### src/rtl/gnss_acq_pkg.sv
// gnss_acq_pkg: shared constants, FSM states and result-entry type for acquisition peak detection
package gnss_acq_pkg;
  localparam int NUM_CH = 8;
  localparam logic [13:0] CENTER = 14'd8192;
  typedef enum logic {IDLE, SCAN} state_t;
  typedef struct packed {
    logic [5:0] sat;
    logic [14:0] mag;
    logic [9:0] phase;
    logic signed [15:0] doppler;
  } entry_t;
  // magnitude of a 14-bit two's complement value as 14-bit unsigned; -8192 maps to 8192
  function automatic logic [13:0] abs_c(input logic [13:0] c);
    return c[13] ? -c : c;
  endfunction
endpackage

### src/rtl/corr_mag.sv
// corr_mag: combinational correlation magnitude |i-CENTER| + |q-CENTER| for one I/Q pair
//   i, q : 14-bit integrator match counts
//   mag  : 15-bit unsigned magnitude (max 16384)
module corr_mag
  import gnss_acq_pkg::*;
#(
  parameter logic [13:0] CENTER = gnss_acq_pkg::CENTER
) (
  input  logic [13:0] i,
  input  logic [13:0] q,
  output logic [14:0] mag
);
  logic [13:0] ci, cq;
  always_comb begin
    ci = i - CENTER;
    cq = q - CENTER;
    mag = {1'b0, abs_c(ci)} + {1'b0, abs_c(cq)};
  end
endmodule

### src/rtl/acq_peak_detect.sv
// acq_peak_detect: snapshots 8-channel correlator output and tracks per-channel peak magnitude
//   clk, rst (async, active-low)
//   ack_start            : clears result table, flags, aborts scan
//   corr_complete        : level flag; rising edge triggers a snapshot
//   search_complete      : rising edge arms results_valid
//   code_phase, doppler_omega, sat0..7, integrator_i0..7/q0..7 : snapshot data
//   rd_sel -> rd_sat/rd_mag/rd_phase/rd_doppler/rd_detected : combinational table read
//   busy, results_valid, overrun : status
module acq_peak_detect
  import gnss_acq_pkg::*;
#(
  parameter logic [14:0] THRESH = 15'd600,
  parameter logic [13:0] CENTER = gnss_acq_pkg::CENTER
) (
  input  logic               clk,
  input  logic               rst,
  input  logic               ack_start,
  input  logic               corr_complete,
  input  logic               search_complete,
  input  logic [9:0]         code_phase,
  input  logic signed [15:0] doppler_omega,
  input  logic [5:0]         sat0,
  input  logic [5:0]         sat1,
  input  logic [5:0]         sat2,
  input  logic [5:0]         sat3,
  input  logic [5:0]         sat4,
  input  logic [5:0]         sat5,
  input  logic [5:0]         sat6,
  input  logic [5:0]         sat7,
  input  logic [13:0]        integrator_i0,
  input  logic [13:0]        integrator_i1,
  input  logic [13:0]        integrator_i2,
  input  logic [13:0]        integrator_i3,
  input  logic [13:0]        integrator_i4,
  input  logic [13:0]        integrator_i5,
  input  logic [13:0]        integrator_i6,
  input  logic [13:0]        integrator_i7,
  input  logic [13:0]        integrator_q0,
  input  logic [13:0]        integrator_q1,
  input  logic [13:0]        integrator_q2,
  input  logic [13:0]        integrator_q3,
  input  logic [13:0]        integrator_q4,
  input  logic [13:0]        integrator_q5,
  input  logic [13:0]        integrator_q6,
  input  logic [13:0]        integrator_q7,
  input  logic [2:0]         rd_sel,
  output logic [5:0]         rd_sat,
  output logic [14:0]        rd_mag,
  output logic [9:0]         rd_phase,
  output logic signed [15:0] rd_doppler,
  output logic               rd_detected,
  output logic               busy,
  output logic               results_valid,
  output logic               overrun
);
  logic [13:0] in_i [NUM_CH];
  logic [13:0] in_q [NUM_CH];
  logic [5:0] in_sat [NUM_CH];
  logic [13:0] snap_i [NUM_CH];
  logic [13:0] snap_q [NUM_CH];
  logic [5:0] snap_sat [NUM_CH];
  logic [9:0] snap_phase;
  logic signed [15:0] snap_dop;
  entry_t tbl [NUM_CH];
  state_t state, state_nx;
  logic [2:0] idx;
  logic corr_q, search_q, pending, rv, ovr;
  logic rise, accept, drop, scan;
  logic [14:0] mag;
  entry_t sel;

  assign in_i = '{integrator_i0, integrator_i1, integrator_i2, integrator_i3,
                  integrator_i4, integrator_i5, integrator_i6, integrator_i7};
  assign in_q = '{integrator_q0, integrator_q1, integrator_q2, integrator_q3,
                  integrator_q4, integrator_q5, integrator_q6, integrator_q7};
  assign in_sat = '{sat0, sat1, sat2, sat3, sat4, sat5, sat6, sat7};

  // ack_start outranks a coincident rise: it neither starts a scan nor counts as overrun
  assign rise = corr_complete & ~corr_q;
  assign accept = rise & ~busy & ~ack_start;
  assign drop = rise & busy & ~ack_start;

  always_ff @(posedge clk or negedge rst)
    if (!rst) state <= IDLE;
    else state <= state_nx;

  always_comb begin
    state_nx = ack_start ? IDLE :
               state == IDLE ? (accept ? SCAN : IDLE) :
               idx == 3'd7 ? IDLE : SCAN;
  end

  always_comb begin
    busy = state == SCAN;
    scan = busy & ~ack_start;
  end

  always_ff @(posedge clk or negedge rst)
    if (!rst) idx <= '0;
    else idx <= scan ? idx + 3'd1 : 3'd0;

  always_ff @(posedge clk or negedge rst)
    if (!rst) begin
      for (int k = 0; k < NUM_CH; k++) begin
        snap_i[k] <= '0;
        snap_q[k] <= '0;
        snap_sat[k] <= '0;
      end
      snap_phase <= '0;
      snap_dop <= '0;
    end else if (accept) begin
      snap_i <= in_i;
      snap_q <= in_q;
      snap_sat <= in_sat;
      snap_phase <= code_phase;
      snap_dop <= doppler_omega;
    end

  corr_mag #(.CENTER(CENTER)) u_mag (
    .i   (snap_i[idx]),
    .q   (snap_q[idx]),
    .mag (mag)
  );

  // strict compare so an equal later peak keeps the earlier phase/doppler
  always_ff @(posedge clk or negedge rst)
    if (!rst) for (int k = 0; k < NUM_CH; k++) tbl[k] <= '0;
    else if (ack_start) for (int k = 0; k < NUM_CH; k++) tbl[k] <= '0;
    else if (scan) begin
      tbl[idx].sat <= snap_sat[idx];
      if (mag > tbl[idx].mag) begin
        tbl[idx].mag <= mag;
        tbl[idx].phase <= snap_phase;
        tbl[idx].doppler <= snap_dop;
      end
    end

  // results become valid only once no scan is running and none is about to start
  always_ff @(posedge clk or negedge rst)
    if (!rst) begin
      corr_q <= 1'b0;
      search_q <= 1'b0;
      pending <= 1'b0;
      rv <= 1'b0;
      ovr <= 1'b0;
    end else begin
      corr_q <= corr_complete;
      search_q <= search_complete;
      pending <= ~ack_start & (pending | (search_complete & ~search_q));
      rv <= ~ack_start & (rv | (pending & ~busy & ~accept));
      ovr <= ~ack_start & (ovr | drop);
    end

  assign sel = tbl[rd_sel];
  assign rd_sat = sel.sat;
  assign rd_mag = sel.mag;
  assign rd_phase = sel.phase;
  assign rd_doppler = sel.doppler;
  assign rd_detected = sel.mag >= THRESH;
  assign results_valid = rv;
  assign overrun = ovr;
endmodule

### config.mk
export PLATFORM = sky130hd
export DESIGN_NAME = acq_peak_detect
export DESIGN_NICKNAME = d
export VERILOG_FILES = /design/src/rtl/gnss_acq_pkg.sv /design/src/rtl/corr_mag.sv /design/src/rtl/acq_peak_detect.sv
export SDC_FILE = /design/constraint.sdc
export NUM_CORES = 1
export LEC_CHECK = 0
export ABC_AREA = 0
export ABC_CLOCK_PERIOD_IN_PS = 6900
export CAP_MARGIN = 10
export CORE_MARGIN = 5
export CORE_UTILIZATION = 55
export CTS_CLUSTER_DIAMETER = 120
export CTS_CLUSTER_SIZE = 20
export DETAILED_ROUTE_END_ITERATION = 16
export DONT_BUFFER_PORTS = 1
export GPL_ROUTABILITY_DRIVEN = 0
export PLACE_DENSITY = 0.71
export SETUP_SLACK_MARGIN = 0.4
export SYNTH_ARGS = -nofsm -noshare
export SYNTH_HDL_FRONTEND = slang
export SYNTH_SLANG_ARGS = --single-unit
### constraint.sdc
create_clock -name clk -period 6.9 [get_ports clk]
set_input_delay 1.38 -clock clk [delete_from_list [all_inputs] [get_ports clk]]
set_output_delay 1.38 -clock clk [all_outputs]
set_load 0.01 [all_outputs]
# ---- Word-level counts from Yosys, hierarchy flattened
# Cells that the tools add are included.
dict set report totals {
  ff_bits 683
  input_bits 306
  out_inout_bits 51
  elab_cells 138
}
dict set report op_classes {
  add_sub_neg 6
  order_cmp 5
  n_eq_ne 1
  mux 37
  bitwise 22
  reduce_logical 2
}
# cell n
set op_table {}
lappend op_table {{$bwmux 376} 4}
lappend op_table {{$mux 376} 3}
lappend op_table {{$demux 47 s3} 4}
lappend op_table {{$bmux 47 s3} 2}
lappend op_table {{$mux 47} 3}
lappend op_table {{$mux 41} 3}
lappend op_table {{$bmux 14 s3} 2}
lappend op_table {{$mux 14} 6}
lappend op_table {{$neg 14->14} 2}
lappend op_table {{$sub 14x14->14 const B} 2}
lappend op_table {{$mux 26} 1}
lappend op_table {{$bmux 6 s3} 1}
lappend op_table {{$mux 16} 1}
lappend op_table {{$add 14x14->15} 1}
lappend op_table {{$ge 15x10->1 const B} 1}
lappend op_table {{$gt 15x15->1} 1}
lappend op_table {{$and 1x1->1} 12}
lappend op_table {{$mux 6} 2}
lappend op_table {{$ge 4x4->1 const B} 2}
lappend op_table {{$not 3->4} 2}
lappend op_table {{$not 1->1} 5}
lappend op_table {{$lt 4x1->1 const B} 1}
lappend op_table {{$mux 1} 4}
lappend op_table {{$add 3x1->3 const B} 1}
lappend op_table {{5 further kinds} 7}

# ---- Longest topological paths before layout
# Gate-level depths: netlist (run 1).
dict set report depth {
  word_depth 14
  mapped_depth 30
  depth_no_buf 26
}

# ---- Cells and area by module
# A second synthesis (run 1) with hierarchy kept.
dict set report unflattened {
  hier_cells 2525
  hier_area_um2 32981.6
}
# module instances cells_per_inst area_per_inst_um2 seq_area_each_um2
set by_module_without_submodules {}
lappend by_module_without_submodules {acq_peak_detect 1 2338 31742.9 17091.4}
lappend by_module_without_submodules {corr_mag 1 187 1238.7 0.0}

# ---- Least setup slack after synthesis (run 1)
# Ideal clock, no wire load.
dict set report synth_timing {
  path_type {register to register}
  from {reg idx[0]}
  to {reg tbl[122] (netlist name)}
  setup_ns 0.132
  arrival_time_ns 5.694
  required_ns 6.768
  path_slack_ns 1.074
  stages_incl_launch_ff 29
  n_path_buf 5
  synth_period_minus_slack_ns 5.826
  path_cell_list {dfrtp_1 buf_2 inv_2 buf_1 clkbuf_1 a211oi_1 a31o_2 inv_1 ha_1 nand2_1 or2_1 o21ai_0 xnor2_1 ha_1 or3_1 o211ai_1 nor2b_1 o21ai_0 a21oi_1 inv_1 ha_1 nand4_1 a21oi_1 a211oi_1 clkbuf_1 a21oi_1 buf_2 mux2i_1 nor2_1}
}
dict set report synth_via {
  elab_chain_cells 14
  word_cells_on_any_way 33
  classes_between {add/sub: 5; order compare: 3; mux: 23; bitwise: 1; reduce/logical: 1}
}
# element line
set synth_lines {}
lappend synth_lines {{start, declared} acq_peak_detect.sv:66} ;# logic [2:0] idx;
lappend synth_lines {{start signal, assigned} acq_peak_detect.sv:100} ;# else idx <= scan ? idx + 3'd1 : 3'd0;
lappend synth_lines {{$not 3->4 (not written as such) *} --}
lappend synth_lines {{parallel branches: the longest is 10 deep, another holds $add 14x14->15} --}
lappend synth_lines {{$mux 376 *} acq_peak_detect.sv:131} ;# if (mag > tbl[idx].mag) begin
lappend synth_lines {{$mux 376 *} acq_peak_detect.sv:129} ;# else if (scan) begin
lappend synth_lines {{$mux 376 *} acq_peak_detect.sv:128} ;# else if (ack_start) for (int k = 0; k < NUM_CH; k++) tbl[k] <= '0;
lappend synth_lines {{end, declared} acq_peak_detect.sv:64} ;# entry_t tbl [NUM_CH];
# Mark *: on every way between the ends. The select of a mux whose other input is x is not followed.
# A chain may end at the register's enable or synchronous reset.

# ---- Worst setup path in the final report (run 1)
dict set report layout_timing {
  from {reg idx[1]}
  to {reg tbl[63] (netlist name)}
}
dict set report layout_via {
  elab_chain_cells 12
  word_cells_on_any_way 33
  classes_between {add/sub: 5; order compare: 3; mux: 23; bitwise: 1; reduce/logical: 1}
}
# element line
set layout_lines {}
lappend layout_lines {{$not 3->4 (not written as such) *} --}
lappend layout_lines {{$bmux 14 s3, on equally long branches} {acq_peak_detect.sv:120, acq_peak_detect.sv:121}}
lappend layout_lines {{$mux 14, on equally long branches (2 in series)} {acq_peak_detect.sv:120, acq_peak_detect.sv:121}}
lappend layout_lines {{$sub 14x14->14, on equally long branches} {corr_mag.sv:15, corr_mag.sv:16}}
lappend layout_lines {{$neg 14->14} gnss_acq_pkg.sv:14} ;# return c[13] ? -c : c;
lappend layout_lines {{$mux 14} gnss_acq_pkg.sv:14}
lappend layout_lines {{$add 14x14->15} corr_mag.sv:17} ;# mag = {1'b0, abs_c(ci)} + {1'b0, abs_c(cq)};
lappend layout_lines {{$gt 15x15->1} acq_peak_detect.sv:131}
lappend layout_lines {{$mux 376 *} acq_peak_detect.sv:131}
lappend layout_lines {{$mux 376 *} acq_peak_detect.sv:129}
lappend layout_lines {{$mux 376 *} acq_peak_detect.sv:128}
# Every way passes the cells marked *; elsewhere a longest branch is shown, timed or not. The select of a mux whose other input is x is not followed.

==> results of run 1 <==
sequential cells by signal (all words and copies together), names as in the netlist:
register	cells
corr_q	1
tbl	376
snap_dop	16
results_valid	1
busy	1
snap_i	112
snap_q	112
snap_sat	48
search_q	1
snap_phase	10
overrun	1
pending	1
idx	3
worst paths after layout:
kind,cells past startpoint,end,slack [ps]
min,2,tbl[370]$_DFFE_PN0P_,490
min reg2reg,2,tbl[370]$_DFFE_PN0P_,490
max in group asynchronous,0,idx[2]$_DFF_PN0_,3420
max reg2reg,24,tbl[63]$_DFFE_PN0P_,760
min in group asynchronous,0,snap_dop[4]$_DFFE_PN0P_,580
max,24,tbl[63]$_DFFE_PN0P_,760
critical path: cells and delay by family (launching register included):
kind            cells  cell delay, ps
mux                 2             550
xor+xnor            2             470
simple gates        3             430
compound gates     11            2190
buf+inv             4             970
fa+ha+maj           2             740
flops               1             640
cells by family after synthesis:
kind of cell / count (synthesis) / synth area share, %
XOR/XNOR: 32 / 0.8347
flip-flops: 683 / 50.90
multiplexers: 785 / 28.62
adder cells (fa/ha/maj): 34 / 1.289
buffers and inverters: 244 / 3.070
AND/OR/NAND/NOR: 689 / 8.403
AO/OA/AOI/OAI: 329 / 6.886
cell type report:
type,count,area [um2],share of cell area [%]
clock inverter,3,45.04,0.1258
multi-input combinational,1869,15600,43.57
tap,782,978.4,2.733
antenna,28,70.07,0.1957
inverter,26,97.59,0.2726
sequential,683,17100,47.77
clock buffer,41,1005,2.807
timing repair buffer,93,902.1,2.520
power by group through the flow:
stage / Sequential, mW / Combinational, mW / Clock [mW]
6_report: 4.91 / 3.48 / 2.37
2_1_floorplan: 4.74 / 2.44 / 0
3_3_place_gp: 4.94 / 3.26 / 0
5_1_grt: 4.96 / 3.80 / 2.59
4_1_cts: 4.90 / 3.42 / 2.43
3_5_place_dp: 4.97 / 3.36 / 0
metal layers:
| metal | global-route usage [%] | vias up |
|---|---|---|
| met4 | 9.171 | 28 |
| met2 | 45.94 | 869 |
| li1 | - | 9846 |
| met3 | 6.353 | 198 |
| met1 | 35.18 | 11420 |
| met5 | 0 | - |
layout by cell type (no fill, tap or decap), drive strengths merged, types with 4 or more instances in the layout:
cell,instances
a211oi,36
a21o,6
a21oi,52
a221o,9
a221oi,30
a22o,14
a22oi,63
a311oi,4
a31o,6
and2,8
and3,11
and4,7
buf,91
clkbuf,43
dfrtp,683
diode,28
ha,33
inv,26
mux2,330
mux2i,349
mux4,106
nand2,213
nand2b,6
nand3,18
nand4,7
nor2,384
nor2b,9
nor3,9
o211ai,8
o21a,4
o21ai,57
o22ai,7
o2bb2ai,4
o31ai,5
or3,6
xnor2,19
xor2,13
repair_timing:
action,4_1_cts,5_1_grt
gates cloned,0,2
resized for setup,0,7
pin swaps,1,1
setup endpoints to repair,15,258
setup buffers,5,16
stage by stage:
| stage | hold WS (ps) | cells | power, mW |
|---|---|---|---|
| after floorplan | 444.6 | 2796 | 7.184 |
| after global placement | 456.7 | 3430 | 8.208 |
| final | 491.3 | 3525 | 10.77 |
| after global routing | 507.6 | 3516 | 11.35 |
| after detailed placement | 471.1 | 3430 | 8.334 |
| after CTS | 489.6 | 3479 | 10.74 |
==> impl_metrics.ini, run 1 <==
[power_and_ir_drop]
internal_power_mw = 7.094
power_density_mw_per_mm2 = 300.9
p_leak_nw = 14.58
clkPwrFrac_pct = 22.0
combPwrFrac_pct = 32.4
seqPwrFrac_pct = 45.6
irDropWorstVdd_mv = 0.3180
p_sw_mw = 3.676
sw_frac_of_total_pct = 34.13

[clock_network]
path_clk_slew_ps = 90
cts_made_buffers = 40
clk_path_buf_depth = 3
clk_latency_ps = 600
cts_tree = built
cts-root-buf = clkbuf_16
cts_max_level = 2
clkSinkCount = 683
cts_hold_buf = 0

[timing]
setup_tns_ps = 0
tightest_slew_ps = 3554
period_needed_ps = 6140
fmax_mhz = 162.9
drv_slew = 647
finalClockSkew_ps = 38.49
grt_setup_unrepaired = no
hold_violations = 0
finalSetupViolations = 0
setup_slack_ps = 759.8
fin_crit_sh_pct = 88.99
maxSlewHeadroom_pct = -136.9

[synth]
synth_common_cells = dfrtp_1, nor2_1, mux2i_1
synth_ff_type = dfrtp_1
synthCells = 2796
synth-seq-cells = 683
synth_top_area_cell = dfrtp_1
synth.area.top_cells = dfrtp_1, mux2_2, mux2i_1
syn_area_per_cell_um2 = 12.01
synth.most_common_cell = dfrtp_1
ys_seq_area_share_pct = 50.90
yosysWarnings = 0
ys_types = 67
syn-num-nets = 3136
synth_edf_count = 0
syn_area_mm2 = 0.03358
synth_top_area_share_pct = 50.90
async_flop_share_pct = 100.0

[place]
place_area_mm2 = 0.03440
dp_hpwl_mm = 60.47
io_buffers = 0
dp_worst_setup_slack_ps = 405.4

[detailed_routing]
maxUsedRoutingLayer = met5
via_count = 22360
ant_nets = 0
routed-wl-met2_mm = 46.66
wl_met1_mm = 36.21
totalWireLength_mm = 93.22
drt_iter0_drc = 2287
routed_via_density = 6.344
routed-wl-met3_mm = 7.060
drt_pass1_iterations = 7
drc = 0
routedWlPerCell_um = 26.45

[outcome]
status = complete, but fails checks
violations = max-slew violations

[final_layout]
fill_cells = 4852
fin_nets = 3053
drive_above_1_share_pct = 22.32
final_area_mm2 = 0.03580
syn2layout_area_growth_pct = 6.603
final_util_pct = 59.20

[critical_path]
crit_path_max_fanout = 18
cp-end-kind = flip-flop
cp.required_ps = 7340
reg2reg_from = idx[1]$_DFF_PN0_
startpoint_type = flip-flop
crit_top_cell = buf_4
crit_start = idx[1]$_DFF_PN0_
worstPathArrival_ps = 6580
max_stage_delay_ps = 640
slowest_stage = dfrtp_4
crit_chain = buf_4, mux2_1, a221oi_1, o21ai_1, nor2_1, nand2_1, o21ai_1, xor2_1, ha_1, a21oi_1, o21ai_0, a21oi_1, o21ai_0, xor2_1, ha_1, a21o_1, a21o_1, a211oi_2, buf_4, a21oi_4, buf_12, buf_4, mux2i_1, nor2_1
path_class = flip-flop to flip-flop

[hold_path]
min_from = tbl[370]$_DFFE_PN0P_
hold_class = flip-flop to flip-flop

[floorplan]
rows = 90
die_h_um = 257.1
io_pins = 357
dieArea_mm2 = 0.06609
die_w_um = 257.1
core_mm2 = 0.06047
initial_utilization_pct = 55.53

[run]
cap_violations = 0

[grt]
grt_pass1_wl_mm = 142.6
grtUsageTotal_pct = 27.28
grt_overflow_total = 0
antenna_found_initial = 38
grt_pass1_vias = 23340
grt_max_degree = 684
Note: power is estimated with default switching activity, not from simulation.
==> run 2: changes to the inputs <==
--- a/config.mk
+++ b/config.mk
@@ -6,7 +6,6 @@
 export NUM_CORES = 1
 export LEC_CHECK = 0
 export ABC_AREA = 0
-export ABC_CLOCK_PERIOD_IN_PS = 6900
 export CAP_MARGIN = 10
 export CORE_MARGIN = 5
 export CORE_UTILIZATION = 55
@@ -16,6 +15,7 @@
 export DONT_BUFFER_PORTS = 1
 export GPL_ROUTABILITY_DRIVEN = 0
 export PLACE_DENSITY = 0.71
+export RECOVER_POWER = 25
 export SETUP_SLACK_MARGIN = 0.4
 export SYNTH_ARGS = -nofsm -noshare
 export SYNTH_HDL_FRONTEND = slang
==> results of run 2 <==
The final DEF is identical to that of run 1; final timing and power are the same.
